### src/rtl/seq_multiplier_pkg.sv
// Shared definitions for the sequential shift-and-add multiplier.
// Latency: n/a (types and constants only).
// Backpressure: n/a.
//
// Contents:
//   DEFAULT_WIDTH - default operand width used by seq_multiplier
//   mul_state_t   - control states IDLE / RUN / DONE
//   cnt_width()   - width of the iteration counter for a given operand width
package seq_multiplier_pkg;

    localparam int DEFAULT_WIDTH = 32;

    typedef enum logic [1:0] {
        ST_IDLE = 2'd0,
        ST_RUN  = 2'd1,
        ST_DONE = 2'd2
    } mul_state_t;

    // One extra bit over clog2 so the counter can represent WIDTH itself
    // without wrapping, even for power-of-two widths.
    function automatic int cnt_width(input int width);
        return $clog2(width) + 1;
    endfunction

endpackage

### src/rtl/seq_multiplier_adder_n.sv
// Ripple-carry adder used as the single arithmetic element of the multiplier.
// Latency: purely combinational, carry ripples through n full-adder cells.
// Backpressure: none, output always reflects the current inputs.
//
// Ports:
//   X, Y     - n-bit addends
//   CarryIn  - carry into bit 0
//   Sum      - n-bit sum
//   CarryOut - carry out of bit n-1
module adder_n #(
    parameter int n = 32
) (
    input  logic [n-1:0] X,
    input  logic [n-1:0] Y,
    input  logic         CarryIn,
    output logic [n-1:0] Sum,
    output logic         CarryOut
);

    logic [n:0] carry;

    assign carry[0] = CarryIn;

    for (genvar i = 0; i < n; i++) begin : g_fa
        logic prop;
        assign prop         = X[i] ^ Y[i];
        assign Sum[i]       = prop ^ carry[i];
        assign carry[i + 1] = (X[i] & Y[i]) | (carry[i] & prop);
    end

    assign CarryOut = carry[n];

endmodule

### src/rtl/seq_multiplier.sv
// Unsigned WIDTH x WIDTH sequential multiplier, one shift-and-add step per clock.
// Latency: accepting edge + WIDTH RUN edges; Done pulses in the following cycle.
// Backpressure: Start is ignored while Busy; a Start in the DONE cycle is accepted.
//
// Ports:
//   Clk          - clock, all state on the rising edge
//   Reset        - synchronous active-high reset, overrides Start
//   Start        - request a multiply (accepted in IDLE or DONE)
//   Multiplicand - operand A, captured on the accepting edge
//   Multiplier   - operand B, captured on the accepting edge
//   Busy         - high during the WIDTH iteration cycles
//   Done         - one-cycle pulse when Product is valid
//   Product      - 2*WIDTH-bit result, held from Done until the next accepted Start
module seq_multiplier
    import seq_multiplier_pkg::*;
#(
    parameter int WIDTH = DEFAULT_WIDTH
) (
    input  logic                 Clk,
    input  logic                 Reset,
    input  logic                 Start,
    input  logic [WIDTH-1:0]     Multiplicand,
    input  logic [WIDTH-1:0]     Multiplier,
    output logic                 Busy,
    output logic                 Done,
    output logic [2*WIDTH-1:0]   Product
);

    localparam int             CW       = cnt_width(WIDTH);
    localparam logic [CW-1:0]  LAST_CNT = CW'(WIDTH - 1);

    mul_state_t          state,     state_nxt;
    logic [CW-1:0]       cnt,       cnt_nxt;
    logic [WIDTH-1:0]    mcand,     mcand_nxt;
    // acc[2W-1:W] is the running partial sum; acc[W-1:0] starts as the
    // multiplier and is consumed one bit per cycle from the bottom while
    // product bits shift in from the top.
    logic [2*WIDTH-1:0]  acc,       acc_nxt;

    logic [WIDTH-1:0]    add_y;
    logic [WIDTH-1:0]    add_sum;
    logic                add_cout;

    assign add_y = acc[0] ? mcand : '0;

    adder_n #(
        .n        (WIDTH)
    ) u_adder (
        .X        (acc[2*WIDTH-1:WIDTH]),
        .Y        (add_y),
        .CarryIn  (1'b0),
        .Sum      (add_sum),
        .CarryOut (add_cout)
    );

    always_comb begin
        state_nxt = state;
        cnt_nxt   = cnt;
        mcand_nxt = mcand;
        acc_nxt   = acc;

        case (state)
            ST_IDLE, ST_DONE: begin
                if (Start) begin
                    mcand_nxt = Multiplicand;
                    cnt_nxt   = '0;
                    acc_nxt   = {{WIDTH{1'b0}}, Multiplier};
                    state_nxt = ST_RUN;
                end else if (state == ST_DONE) begin
                    state_nxt = ST_IDLE;
                end
            end

            ST_RUN: begin
                // Carry-out becomes the new MSB so a full-width sum never
                // loses its top bit during the right shift.
                acc_nxt = {add_cout, add_sum, acc[WIDTH-1:1]};
                cnt_nxt = cnt + CW'(1);
                if (cnt == LAST_CNT) begin
                    state_nxt = ST_DONE;
                end
            end

            default: begin
                state_nxt = ST_IDLE;
            end
        endcase
    end

    always_ff @(posedge Clk) begin
        if (Reset) begin
            state <= ST_IDLE;
            cnt   <= '0;
            mcand <= '0;
            acc   <= '0;
        end else begin
            state <= state_nxt;
            cnt   <= cnt_nxt;
            mcand <= mcand_nxt;
            acc   <= acc_nxt;
        end
    end

    assign Busy    = (state == ST_RUN);
    assign Done    = (state == ST_DONE);
    assign Product = acc;

endmodule
### config.mk
export PLATFORM = sky130hd
export DESIGN_NAME = seq_multiplier
export DESIGN_NICKNAME = d
export VERILOG_FILES = /design/src/rtl/seq_multiplier_pkg.sv /design/src/rtl/seq_multiplier_adder_n.sv /design/src/rtl/seq_multiplier.sv
export SDC_FILE = /design/constraint.sdc
export NUM_CORES = 1
export LEC_CHECK = 0
export CAP_MARGIN = 20
export CORE_MARGIN = 3
export CORE_UTILIZATION = 49
export CTS_BUF_LIST = sky130_fd_sc_hd__clkbuf_4 sky130_fd_sc_hd__clkbuf_8
export CTS_CLUSTER_SIZE = 30
export DETAILED_ROUTE_END_ITERATION = 10
export MAX_ROUTING_LAYER = met4
export PLACE_DENSITY_LB_ADDON = 0.12
export SLEW_MARGIN = 0
export SYNTH_ARGS = -nofsm -noshare
export SYNTH_HDL_FRONTEND = slang
export SYNTH_SLANG_ARGS = --single-unit
export TNS_END_PERCENT = 100
### constraint.sdc
create_clock -name Clk -period 18.5 [get_ports Clk]
set_input_delay 5.55 -clock Clk [delete_from_list [all_inputs] [get_ports Clk]]
set_output_delay 5.55 -clock Clk [all_outputs]
set_load 0.01 [all_outputs]
Yosys cells after proc, flatten, opt, wreduce, memory -nomap -nowiden
Cells that the tools add are included.
Storage, ports and cells
  memories: 0
  logic and storage cells: 183
  bits in writable memories: 0
  bits in latches: 0
  input port bits: 67
  output and inout bits: 66
  ROM bits: 0
  register bits: 104
Cells by class
  reductions and logical operators: 6
  muxes and demuxes: 9
  $add $sub $neg: 1
  bitwise operators: 157
  shift-type cells: 0
  equal/unequal tests: 6
  div/mod/pow operators: 0
  $lt $le $gt $ge: 0
  $mul: 0
Operators with widths (count)
  64-bit one-hot mux with 2 select lines: 1
  64-bit 2-to-1 mux: 1
  1-bit bitwise AND: 63
  1-bit XOR: 63
  32-bit 2-to-1 mux: 1
  1-bit OR: 31
  6-bit one-hot mux with 2 select lines: 1
  6-bit by 1-bit adder with 6-bit output (second input constant): 1
  6-bit by 5-bit == test with 1-bit output (second input constant): 1
  2-bit 2-to-1 mux: 3
  6-bit 2-to-1 mux: 1
  2-bit AND reduction: 3
  2-bit one-hot mux with 2 select lines: 1
  3-bit != test (second input constant): 1
  2-bit by 1-bit == test with 1-bit output (second input constant): 1
  2-bit == test (second input constant): 1
  2-bit logical NOT: 1
  2-bit by 1-bit != test with 1-bit output (second input constant): 1
  2-bit != test (second input constant): 1
  2-bit nonzero test: 1
  2-bit OR reduction: 1

Logic depth before layout (Yosys ltp)
Gate-level depths: netlist of run 1.
  depth after elaboration: 65
  mapped depth: 37
  gate-level depth less buffers: 37

Modules after synthesis
A second synthesis of run 1 with hierarchy kept.
Unflattened totals
  cell total of the unflattened synthesis: 474
  area total of the unflattened synthesis: 4653.2 um2
Modules (own cells, without submodules)
  seq_multiplier: area an instance 3975.1 um2, instances 1, sequential area each 2082.0 um2, cells an instance 432
  adder_n: area an instance 678.2 um2, instances 1, sequential area each 0.0 um2, cells an instance 42

Least setup slack after synthesis of run 1
No wires, ideal clock.
  kind: register to register
  start point: register acc[0] (netlist: Product[0])
  end point: register acc[62] (netlist: Product[62])
  path buffers: 1
  clock period less this slack: 13.084 ns
  required time: 18.381 ns
  arrival: 12.965 ns
  cell stages (with the launch flop): 37
  library setup time: 0.119 ns
  setup slack: 5.416 ns
  cell sequence: dfxtp_1 > clkbuf_1 > nand2_1 > fa_1 > fa_1 > fa_1 > fa_1 > fa_1 > fa_1 > fa_1 > fa_1 > fa_1 > fa_1 > fa_1 > fa_1 > fa_1 > fa_1 > fa_1 > fa_1 > fa_1 > fa_1 > fa_1 > fa_1 > fa_1 > fa_1 > fa_1 > fa_1 > fa_1 > fa_1 > fa_1 > fa_1 > fa_1 > inv_1 > fa_1 > inv_1 > fa_1 > o2bb2ai_1
On the way
  cells in the longest elaborated chain, start to end: 64
  elaborated cells between the ends (all ways): 125
  classes of those cells: mux (2); bitwise (123)
Ends and longest elaborated chain
  start: declaration: RTL line seq_multiplier.sv:38  | logic [2*WIDTH-1:0] acc, acc_nxt;
  start signal: assignment: RTL line seq_multiplier.sv:100  | acc <= acc_nxt;
  32-bit 2-to-1 mux (*): RTL line seq_multiplier.sv:44  | assign add_y = acc[0] ? mcand : '0;
  1-bit bitwise AND / 1-bit XOR (equally long branches): RTL line seq_multiplier_adder_n.sv:28, seq_multiplier_adder_n.sv:26
  1-bit bitwise AND: RTL line seq_multiplier_adder_n.sv:28  | assign carry[i + 1] = (X[i] & Y[i]) | (carry[i] & prop);
  1-bit OR: RTL line seq_multiplier_adder_n.sv:28
  1-bit bitwise AND: RTL line seq_multiplier_adder_n.sv:28
  1-bit OR: RTL line seq_multiplier_adder_n.sv:28
  1-bit bitwise AND: RTL line seq_multiplier_adder_n.sv:28
  1-bit OR: RTL line seq_multiplier_adder_n.sv:28
  [... 48 more ...]
  1-bit bitwise AND: RTL line seq_multiplier_adder_n.sv:28
  1-bit OR: RTL line seq_multiplier_adder_n.sv:28
  1-bit bitwise AND: RTL line seq_multiplier_adder_n.sv:28
  1-bit OR: RTL line seq_multiplier_adder_n.sv:28
  1-bit bitwise AND: RTL line seq_multiplier_adder_n.sv:28
  1-bit OR: RTL line seq_multiplier_adder_n.sv:28
  1-bit XOR (*): RTL line seq_multiplier_adder_n.sv:27  | assign Sum[i] = prop ^ carry[i];
  64-bit one-hot mux with 2 select lines (*): RTL line seq_multiplier.sv:62  | case (state)
Mark *: on every way between the ends. The rest lies on a longest branch, timed or not.
A chain may end at the register's enable or synchronous reset.

Worst setup path in the final report of run 1
Ends and elaborated chain as after synthesis.

==> results of run 1 <==
## synthesized netlist by cell type
cell type and count:
nand3_1 32, inv_4 1, nand2_1 96, o2bb2ai_1 31
mux2_1 2, nand2b_1 4, a22oi_1 31, dfxtp_1 104
a22o_1 2, nor2b_2 1, ha_1 2, nor2_1 5
nand4_1 3, a211oi_1 1, and2_1 3, buf_2 16
fa_1 31, inv_1 33, nor3_4 1, nor3b_1 3
buf_4 3, a311oi_1 1, clkbuf_1 17, and3b_1 1
o22ai_1 1, a21oi_1 65, and3_1 1, nor2b_1 1
buf_6 1, mux2_2 2, buf_1 2
## path summary, 6_finish.rpt
kind              start           to  depth (start not counted)  slack (ns)
min            mcand[0]     mcand[0]                          2        0.46
max reg2reg  Product[0]  Product[62]                         36        4.91
max          Product[0]  Product[62]                         36        4.91
min reg2reg    mcand[0]     mcand[0]                          2        0.46
## routing by layer
layer	vias to the layer above	GRT usage, %	share of wire (%)
met1	1832	28.9	44
met2	120	34.4	49
met5	-	-	0
li1	1907	-	-
met4	0	6.27	0.83
met3	7	4.43	6.3
## worst min-delay path, stage by stage, from the launching register on
cell and delay, ns:
dfxtp_1 0.32, nand2_1 0.05, a21oi_1 0.05
## kinds of logic (layout without fill, tap and decap cells)
logic type | after synthesis | count (layout) | synth area share (%)
AO/OA/AOI/OAI | 132 | 132 | 18.8
adder cells (fa/ha/maj) | 33 | 33 | 13.9
buffers and inverters | 73 | 189 | 6.81
flip-flops | 104 | 104 | 45.0
multiplexers | 4 | 4 | 0.973
AND/OR/NAND/NOR | 151 | 151 | 14.5
## per-stage QoR
stage	hold WS, ns	util [%]
3_3_place_gp	0.442	66.7
2_1_floorplan	0.432	-
6_report	0.456	69.1
5_1_grt	0.485	69.1
4_1_cts	0.460	69.1
3_5_place_dp	0.447	66.7
## registers in the layout, summed over array words and instances, names as in the netlist
register and flops:
cnt 6, Product 64, state 2, mcand 32
## where the power goes
part | switching, W | internal (W)
combinational | 0.0000393 | 0.0000350
sequential | 0.00000770 | 0.000235
clock | 0.0000747 | 0.0000794
total | 0.000122 | 0.000349
## final cells by class
cell class	instances	area, um2	area share, %
multi-input combinational	320	2240	36.3
sequential	104	2080	33.7
inverter	34	130	2.11
clock buffer	11	139	2.25
timing repair buffer	139	1370	22.2
clock inverter	5	81.3	1.32
tap	108	135	2.19
==> impl_metrics.env, run 1 <==
export IMPL_status="complete, no violations"
export IMPL_required_ns=18.72
export IMPL_synth_fp_nets=597
export IMPL_die_area_um2=10600
export IMPL_clock_sinks=104
export IMPL_drt_iter0_drc=219
export IMPL_p_total_w=0.000471
export IMPL_rsz0062_at_grt="no"
export IMPL_finalWirelength_um=11100
export IMPL_worst_pin_slew_ns=0.804
export IMPL_leakage_nw=1.97
export IMPL_post_dp_hpwl_um=7520
export IMPL_ios=133
export IMPL_drc=0
export IMPL_critPathMaxFanout=33
export IMPL_seq_area_frac_synth_pct=45.0
export IMPL_synth_area_um2=4630
export IMPL_synth_cell_types=31
export IMPL_cp_end_kind="flip-flop"
export IMPL_place_ws_ns=4.92
export IMPL_clockBufferDepth=2
export IMPL_worstPathArrival_ns=13.81
export IMPL_coreArea_um2=8930
export IMPL_grt_start_max_net_pins=77
export IMPL_drv_cap=0
export IMPL_post_route_period_util_pct=73.5
export IMPL_synth_seq_cells=104
export IMPL_layout_commonest_cell="clkdlybuf4s50_1"
export IMPL_start_kind="flip-flop"
export IMPL_ctsHoldBuffers=0
export IMPL_hold_viol=0
export IMPL_grt_use_total_pct=21.9
export IMPL_drt_wirelength_per_cell_um=15.4
export IMPL_cts_resized=0
export IMPL_crit_path_top_delay_cell="fa_1"
export IMPL_drtPass1Iterations=5
export IMPL_critPathBufInv=3
export IMPL_fin_skew_ns=0.0136
export IMPL_rows=34
export IMPL_fin_ws_ns=4.91
export IMPL_max_stage_delay_ns=0.50
export IMPL_report_final_slew_viol_count=0
export IMPL_start_util_pct=51.8
export IMPL_synth_area_per_cell_um2=9.31
export IMPL_fmax_mhz=73.6
export IMPL_die_w_um=103
export IMPL_portBuffers=132
export IMPL_nets=708
export IMPL_drive_gt1_share_pct=4.89
export IMPL_vias_per_cell=5.36
export IMPL_crit_family="adder cells"
export IMPL_p_per_area_nw_per_um2=76.3
export IMPL_most_common_layout_cells="clkdlybuf4s50_1 (131), dfxtp_1 (104), nand2_1 (96), a21oi_1 (65), inv_1 (33)"
export IMPL_cts_buffers=9
export IMPL_ir_drop_v=0.0000405
export IMPL_antenna_left=0
export IMPL_ys_top_cells_by_area="dfxtp_1 (45%), fa_1 (13%), nand2_1 (7.8%), a21oi_1 (7.0%), o2bb2ai_1 (5.9%)"
export IMPL_yosys_area_top_type="dfxtp_1"
export IMPL_vias=3866
export IMPL_setup_tns_final_ns=0
export IMPL_synth_warnings=0
export IMPL_hold_class="flip-flop to flip-flop"
export IMPL_worst_setup_hold_path_clk_slew_ns=0.09
export IMPL_min_period_ns=13.59
export IMPL_cts_setup_buffers=0
export IMPL_dieHeight_um=103
export IMPL_htree_levels=3
export IMPL_synth_top_cell_area_share_pct=45.0
export IMPL_postPlaceCellArea_um2=5950
export IMPL_grt_pass1_vias=3796
export IMPL_fin_area_um2=6170
export IMPL_grt_overflow_total=0
export IMPL_cts_tree="built"
export IMPL_area_delta_synth_final_pct=33.4
export IMPL_nFillCells=746
export IMPL_postSynthCellCount=497
export IMPL_setup_viol=0
export IMPL_antenna_cells=0
export IMPL_cpMostUsedCell="fa_1"
export IMPL_gp_congestion=0.764
export IMPL_slew_headroom_pct=46.4
export IMPL_critPathKind="flip-flop to flip-flop"
export IMPL_dp_cells=705
export IMPL_antenna_found_initial=0
export IMPL_clk_latency_ns=0.36
export IMPL_finalNonFillerCells=721
export IMPL_clockRootBuffer="clkbuf_8"
export IMPL_grt_pass1_wl_um=17900
No activity file was read; power rests on OpenSTA's default activity.
==> inputs of run 2 (changes only) <==
- CORE_UTILIZATION: 49 -> 45
- clock period: 18.5 -> 11.43 ns (I/O delays scaled with it)
==> run 2 against run 1 <==
Effect of this change: the flow now finishes with violations (negative setup slack); critical path depth grew 1; non-clock buffer count rose by 3; total power rose by 54%; clock skew fell by 0.0041 ns; largest cell class unchanged.
==> impl_metrics.env, run 2 (synthesis results as in run 1) <==
export IMPL_fin_skew_ns=0.00949
export IMPL_hold_class="flip-flop to flip-flop"
export IMPL_vias_per_cell=5.22
export IMPL_critPathMaxFanout=2
export IMPL_slew_headroom_pct=46.2
export IMPL_worstPathArrival_ns=12.03
export IMPL_drv_cap=0
export IMPL_portBuffers=132
export IMPL_switching_share_pct=27.3
export IMPL_status="finished, violations left"
export IMPL_grt_pass1_vias=4054
export IMPL_p_sw_w=0.000198
export IMPL_clockRootBuffer="clkbuf_8"
export IMPL_layout_commonest_cell="clkdlybuf4s50_1"
export IMPL_violations="negative setup slack"
export IMPL_worst_pin_slew_ns=0.807
export IMPL_p_per_area_nw_per_um2=116
export IMPL_finalWirelength_um=11300
export IMPL_cpMostUsedCell="fa_2"
export IMPL_die_w_um=107
export IMPL_clockBufferDepth=2
export IMPL_antenna_left=0
export IMPL_report_final_slew_viol_count=0
export IMPL_min_period_ns=11.78
export IMPL_hold_viol=0
export IMPL_drive_gt1_share_pct=11.0
export IMPL_antenna_cells=0
export IMPL_nFillCells=865
export IMPL_fin_ws_ns=-0.349
export IMPL_post_dp_hpwl_um=7590
export IMPL_coreArea_um2=9860
export IMPL_max_stage_delay_ns=0.50
export IMPL_start_util_pct=46.9
export IMPL_cp_end_kind="flip-flop"
export IMPL_grt_pass1_wl_um=19100
export IMPL_htree_levels=3
export IMPL_nets=711
export IMPL_clock_sinks=104
export IMPL_drtPass1Iterations=4
export IMPL_setup_viol=3
export IMPL_worst_setup_hold_path_clk_slew_ns=0.10
export IMPL_pwr_share_seq_pct=54.1
export IMPL_p_clk_share_pct=29.2
export IMPL_fin_util_pct=63.7
export IMPL_leakage_nw=2.00
export IMPL_dieHeight_um=107
export IMPL_required_ns=11.68
export IMPL_largest_register_ffs=64
export IMPL_combPwrFrac_pct=16.7
export IMPL_crit_path_top_delay_cell="fa_1"
export IMPL_vias=3907
export IMPL_most_common_layout_cells="clkdlybuf4s50_1 (131), dfxtp_1 (102), nand2_1 (96), a21oi_1 (65), nand3_1 (32)"
export IMPL_ctsHoldBuffers=0
export IMPL_post_route_period_util_pct=103
export IMPL_gp_congestion=0.783
export IMPL_cts_tree="built"
export IMPL_drc=0
export IMPL_cts_buffers=9
export IMPL_rows=36
export IMPL_worst_hold_slack_ns=0.457
export IMPL_critPathKind="flip-flop to flip-flop"
export IMPL_area_delta_synth_final_pct=35.7
export IMPL_drt_iter0_drc=252
export IMPL_die_area_um2=11500
export IMPL_ir_drop_v=0.0000627
export IMPL_fmax_mhz=84.9
export IMPL_ios=133
export IMPL_start_kind="flip-flop"
export IMPL_antenna_found_initial=0
export IMPL_clk_latency_ns=0.35
export IMPL_grt_overflow_total=0
export IMPL_grt_start_max_net_pins=77
export IMPL_grt_use_total_pct=20.8
export IMPL_rsz0062_at_grt="yes"
export IMPL_drt_wirelength_per_cell_um=15.1
export IMPL_intPower_w=0.000529
run 2: cell count changes in the layout (fill, tap and decap cells not counted), moves of 2 or more:
cell / change
fa_2: +29
bufinv_16: -2
inv_2: +2
fa_1: -29
buf_4: +3
inv_1: -2
dfxtp_1: -2
run 2: final timing paths:
kind                            cells past startpoint  slack, ns        from           to
worst max-delay path                               37      -0.35  Product[0]  Product[62]
worst min-delay path                                2       0.46   mcand[15]    mcand[15]
worst max register to register                     37      -0.35  Product[0]  Product[62]
worst min register to register                      2       0.46   mcand[15]    mcand[15]
run 2: final cells by class:
class	instances	area [um2]	share of cell area, %
sequential	104	2090	33.2
timing repair buffer	142	1390	22.1
multi-input combinational	320	2330	37.0
inverter	34	130	2.07
tap	133	166	2.65
clock buffer	12	153	2.43
clock inverter	4	28.8	0.458
run 2: critical path: cells and delay by family, from the launching register on:
family / cells / cell delay (ns)
adder cells (fa/ha/maj): 32 / 10.98
flip-flops: 1 / 0.35
AND/OR/NAND/NOR: 1 / 0.14
buffers and inverters: 3 / 0.14
AO/OA/AOI/OAI: 1 / 0.06
run 2: repair_timing:
| item | CTS | global route |
|---|---|---|
| resized for setup | 6 | 0 |
| buffers inserted | 0 | 0 |
| pin swaps | 1 | 1 |
| setup endpoints to repair | 3 | 4 |
run 2: power by group through the flow:
stage / clock, W / combinational [W] / sequential, W
2_1_floorplan: 0 / 0.0000611 / 0.000404
3_3_place_gp: 0 / 0.000120 / 0.000401
3_5_place_dp: 0 / 0.000122 / 0.000401
4_1_cts: 0.000222 / 0.000123 / 0.000393
5_1_grt: 0.000235 / 0.000134 / 0.000396
6_report: 0.000212 / 0.000122 / 0.000393
run 2: per-layer routing:
metal	global-route usage, %	vias to the layer above	routed length, um
met2	33.5	113	5500
met4	3.34	0	50
met1	27.2	1882	5100
li1	-	1907	-
met5	-	-	0
met3	5.40	5	692
run 2: stage by stage:
stage / total power, W / TNS [ns] / setup WS (ns) / std cells / area, um2
after global placement: 0.000521 / -0.520 / -0.261 / 733 / 6080
after global routing: 0.000765 / -1.63 / -0.627 / 749 / 6280
after floorplan: 0.000465 / -0.110 / -0.110 / 497 / 4710
after CTS: 0.000737 / -0.831 / -0.357 / 749 / 6280
final: 0.000727 / -0.794 / -0.349 / 749 / 6280
after detailed placement: 0.000523 / -0.808 / -0.357 / 733 / 6080
==> inputs of run 3 (changes only) <==
- CORE_ASPECT_RATIO: not set -> 1.4
- CORE_UTILIZATION: 45 -> 43
- CTS_BUF_LIST: sky130_fd_sc_hd__clkbuf_4 sky130_fd_sc_hd__clkbuf_8 -> not set
==> run 3 against run 2 <==
Effect of this change: the flow still finishes with violations (negative setup slack); die area rose by 4.5%; hold slack got worse by 0.0022 ns; via count rose by 0.41%; clock power grew 52%; critical path depth stayed put; wire length grew 2.6%; clock skew down 0.0015 ns; fmax decreased by 0.68%; cell area up 2.1%; non-clock buffer count stayed put; largest power group unchanged.
==> impl_metrics.env, run 3 (synthesis results as in run 1) <==
export IMPL_dieHeight_um=129
export IMPL_largest_register_ffs=64
export IMPL_cts_tree="built"
export IMPL_gp_congestion=0.746
export IMPL_critPathKind="flip-flop to flip-flop"
export IMPL_intPower_w=0.000630
export IMPL_nets=711
export IMPL_layout_commonest_cell="clkdlybuf4s50_1"
export IMPL_coreArea_um2=10500
export IMPL_die_area_um2=12100
export IMPL_worstPathArrival_ns=12.07
export IMPL_htree_levels=3
export IMPL_worst_setup_hold_path_clk_slew_ns=0.07
export IMPL_critPathMaxFanout=2
export IMPL_status="finished, violations left"
export IMPL_grt_pass1_wl_um=18800
export IMPL_worst_pin_slew_ns=0.819
export IMPL_regArea_um2=2090
export IMPL_violations="negative setup slack"
export IMPL_rsz0062_at_grt="yes"
export IMPL_grt_overflow_total=0
export IMPL_clockBufferDepth=2
export IMPL_leakage_nw=2.06
export IMPL_switching_share_pct=24.7
export IMPL_cts_buffers=9
export IMPL_max_stage_delay_ns=0.49
export IMPL_grt_use_total_pct=20.3
export IMPL_required_ns=11.64
export IMPL_drt_wirelength_per_cell_um=15.4
export IMPL_crit_path_top_delay_cell="fa_1"
export IMPL_antenna_left=0
export IMPL_cts_setup_buffers=0
export IMPL_drt_iter0_drc=169
export IMPL_pwr_share_seq_pct=47.1
export IMPL_drc=0
export IMPL_ios=133
export IMPL_antenna_cells=0
export IMPL_start_kind="flip-flop"
export IMPL_hold_viol=0
export IMPL_clock_sinks=104
export IMPL_finalNonFillerCells=754
export IMPL_fin_skew_ns=0.00803
export IMPL_fmax_mhz=84.3
export IMPL_cpMostUsedCell="fa_2"
export IMPL_cp_end_kind="flip-flop"
export IMPL_p_clk_share_pct=38.5
export IMPL_grt_pass1_vias=3924
export IMPL_start_util_pct=44.2
export IMPL_portBuffers=132
export IMPL_hold_class="flip-flop to flip-flop"
export IMPL_nFillCells=925
export IMPL_drtPass1Iterations=4
export IMPL_most_common_layout_cells="clkdlybuf4s50_1 (131), dfxtp_1 (102), nand2_1 (96), a21oi_1 (65), nand3_1 (32)"
export IMPL_combPwrFrac_pct=14.5
export IMPL_post_route_period_util_pct=104
export IMPL_multi_input_area_um2=2330
export IMPL_antenna_found_initial=0
export IMPL_clk_latency_ns=0.35
export IMPL_area_delta_synth_final_pct=38.6
export IMPL_rows=44
export IMPL_ctsHoldBuffers=0
export IMPL_drv_cap=0
export IMPL_finalWirelength_um=11600
export IMPL_post_dp_hpwl_um=7870
export IMPL_min_period_ns=11.86
export IMPL_whs_path_depth=2
export IMPL_drive_gt1_share_pct=10.6
export IMPL_p_total_w=0.000836
export IMPL_clockRootBuffer="clkbuf_16"
export IMPL_r2r_cells=37
export IMPL_dp_cells=738
export IMPL_grt_start_max_net_pins=77
export IMPL_vias=3923
export IMPL_slew_headroom_pct=45.4
export IMPL_p_sw_w=0.000207
export IMPL_p_per_area_nw_per_um2=130
export IMPL_fin_ws_ns=-0.430
export IMPL_report_final_slew_viol_count=0
export IMPL_die_w_um=93.7
export IMPL_setup_viol=3
export IMPL_ir_drop_v=0.000103
export IMPL_vias_per_cell=5.20
[run 3: changes by cell type in the layout (fill, tap and decap cells not counted), sizes merged]
| cell | previous run | this run |
|---|---|---|
| bufinv | 0 | 2 |
| inv | 35 | 34 |
| clkinv | 3 | 2 |
[run 3: critical path, delay by kind of cell, from the launching register on]
family / cells / cell delay, ns
buffers and inverters: 3 / 0.14
and+or+nand+nor: 1 / 0.14
adders and majority gates: 32 / 11.02
AOI/OAI and AO/OA: 1 / 0.06
DFF: 1 / 0.34
[run 3: path summary, 6_finish.rpt]
kind	start	end	slack [ns]
min	mcand[11]	mcand[11]	0.46
max	Product[0]	Product[62]	-0.43
min reg2reg	mcand[11]	mcand[11]	0.46
max reg2reg	Product[0]	Product[62]	-0.43
[run 3: per-layer routing]
metal  part of all wire, %  vias to the layer above  wire (um)  GRT usage (%)
met1                    41                     1896       4830           24.5
met5                     0                        -          0              -
li1                      -                     1913          -              -
met3                   5.2                       11        604           4.91
met2                    52                      103       6080           33.8
met4                   1.1                        0        126           5.87
[run 3: cell type report]
| cell class | instances | share of cell area (%) |
|---|---|---|
| repair buffers | 142 | 21.7 |
| well taps | 138 | 2.69 |
| inverters | 34 | 2.03 |
| clock inverters | 4 | 1.09 |
| clock buffers | 12 | 3.69 |
| multi-input cells | 320 | 36.3 |
| flip-flops and latches | 104 | 32.5 |
[run 3: what timing repair did]
item | 4_1_cts | 5_1_grt
pin swaps | 1 | 1
setup endpoints to repair | 3 | 4
gates resized for setup | 5 | 1
[run 3: power by group through the flow]
stage | registers (W) | clock network [W] | logic, W
2_1_floorplan | 0.000404 | 0 | 0.0000611
3_3_place_gp | 0.000401 | 0 | 0.000121
3_5_place_dp | 0.000401 | 0 | 0.000122
4_1_cts | 0.000393 | 0.000328 | 0.000123
5_1_grt | 0.000396 | 0.000343 | 0.000133
6_report | 0.000394 | 0.000322 | 0.000121
[run 3: through the flow]
stage | util (%) | instance area (um2) | setup slack (ns) | hold slack [ns] | TNS, ns
after floorplan | - | 4710 | -0.110 | 0.432 | -0.110
after global placement | 58.2 | 6090 | -0.278 | 0.442 | -0.539
after detailed placement | 58.2 | 6090 | -0.398 | 0.447 | -0.935
after CTS | 61.3 | 6410 | -0.451 | 0.456 | -1.10
after global routing | 61.3 | 6410 | -0.700 | 0.476 | -1.86
final | 61.3 | 6410 | -0.430 | 0.455 | -1.02
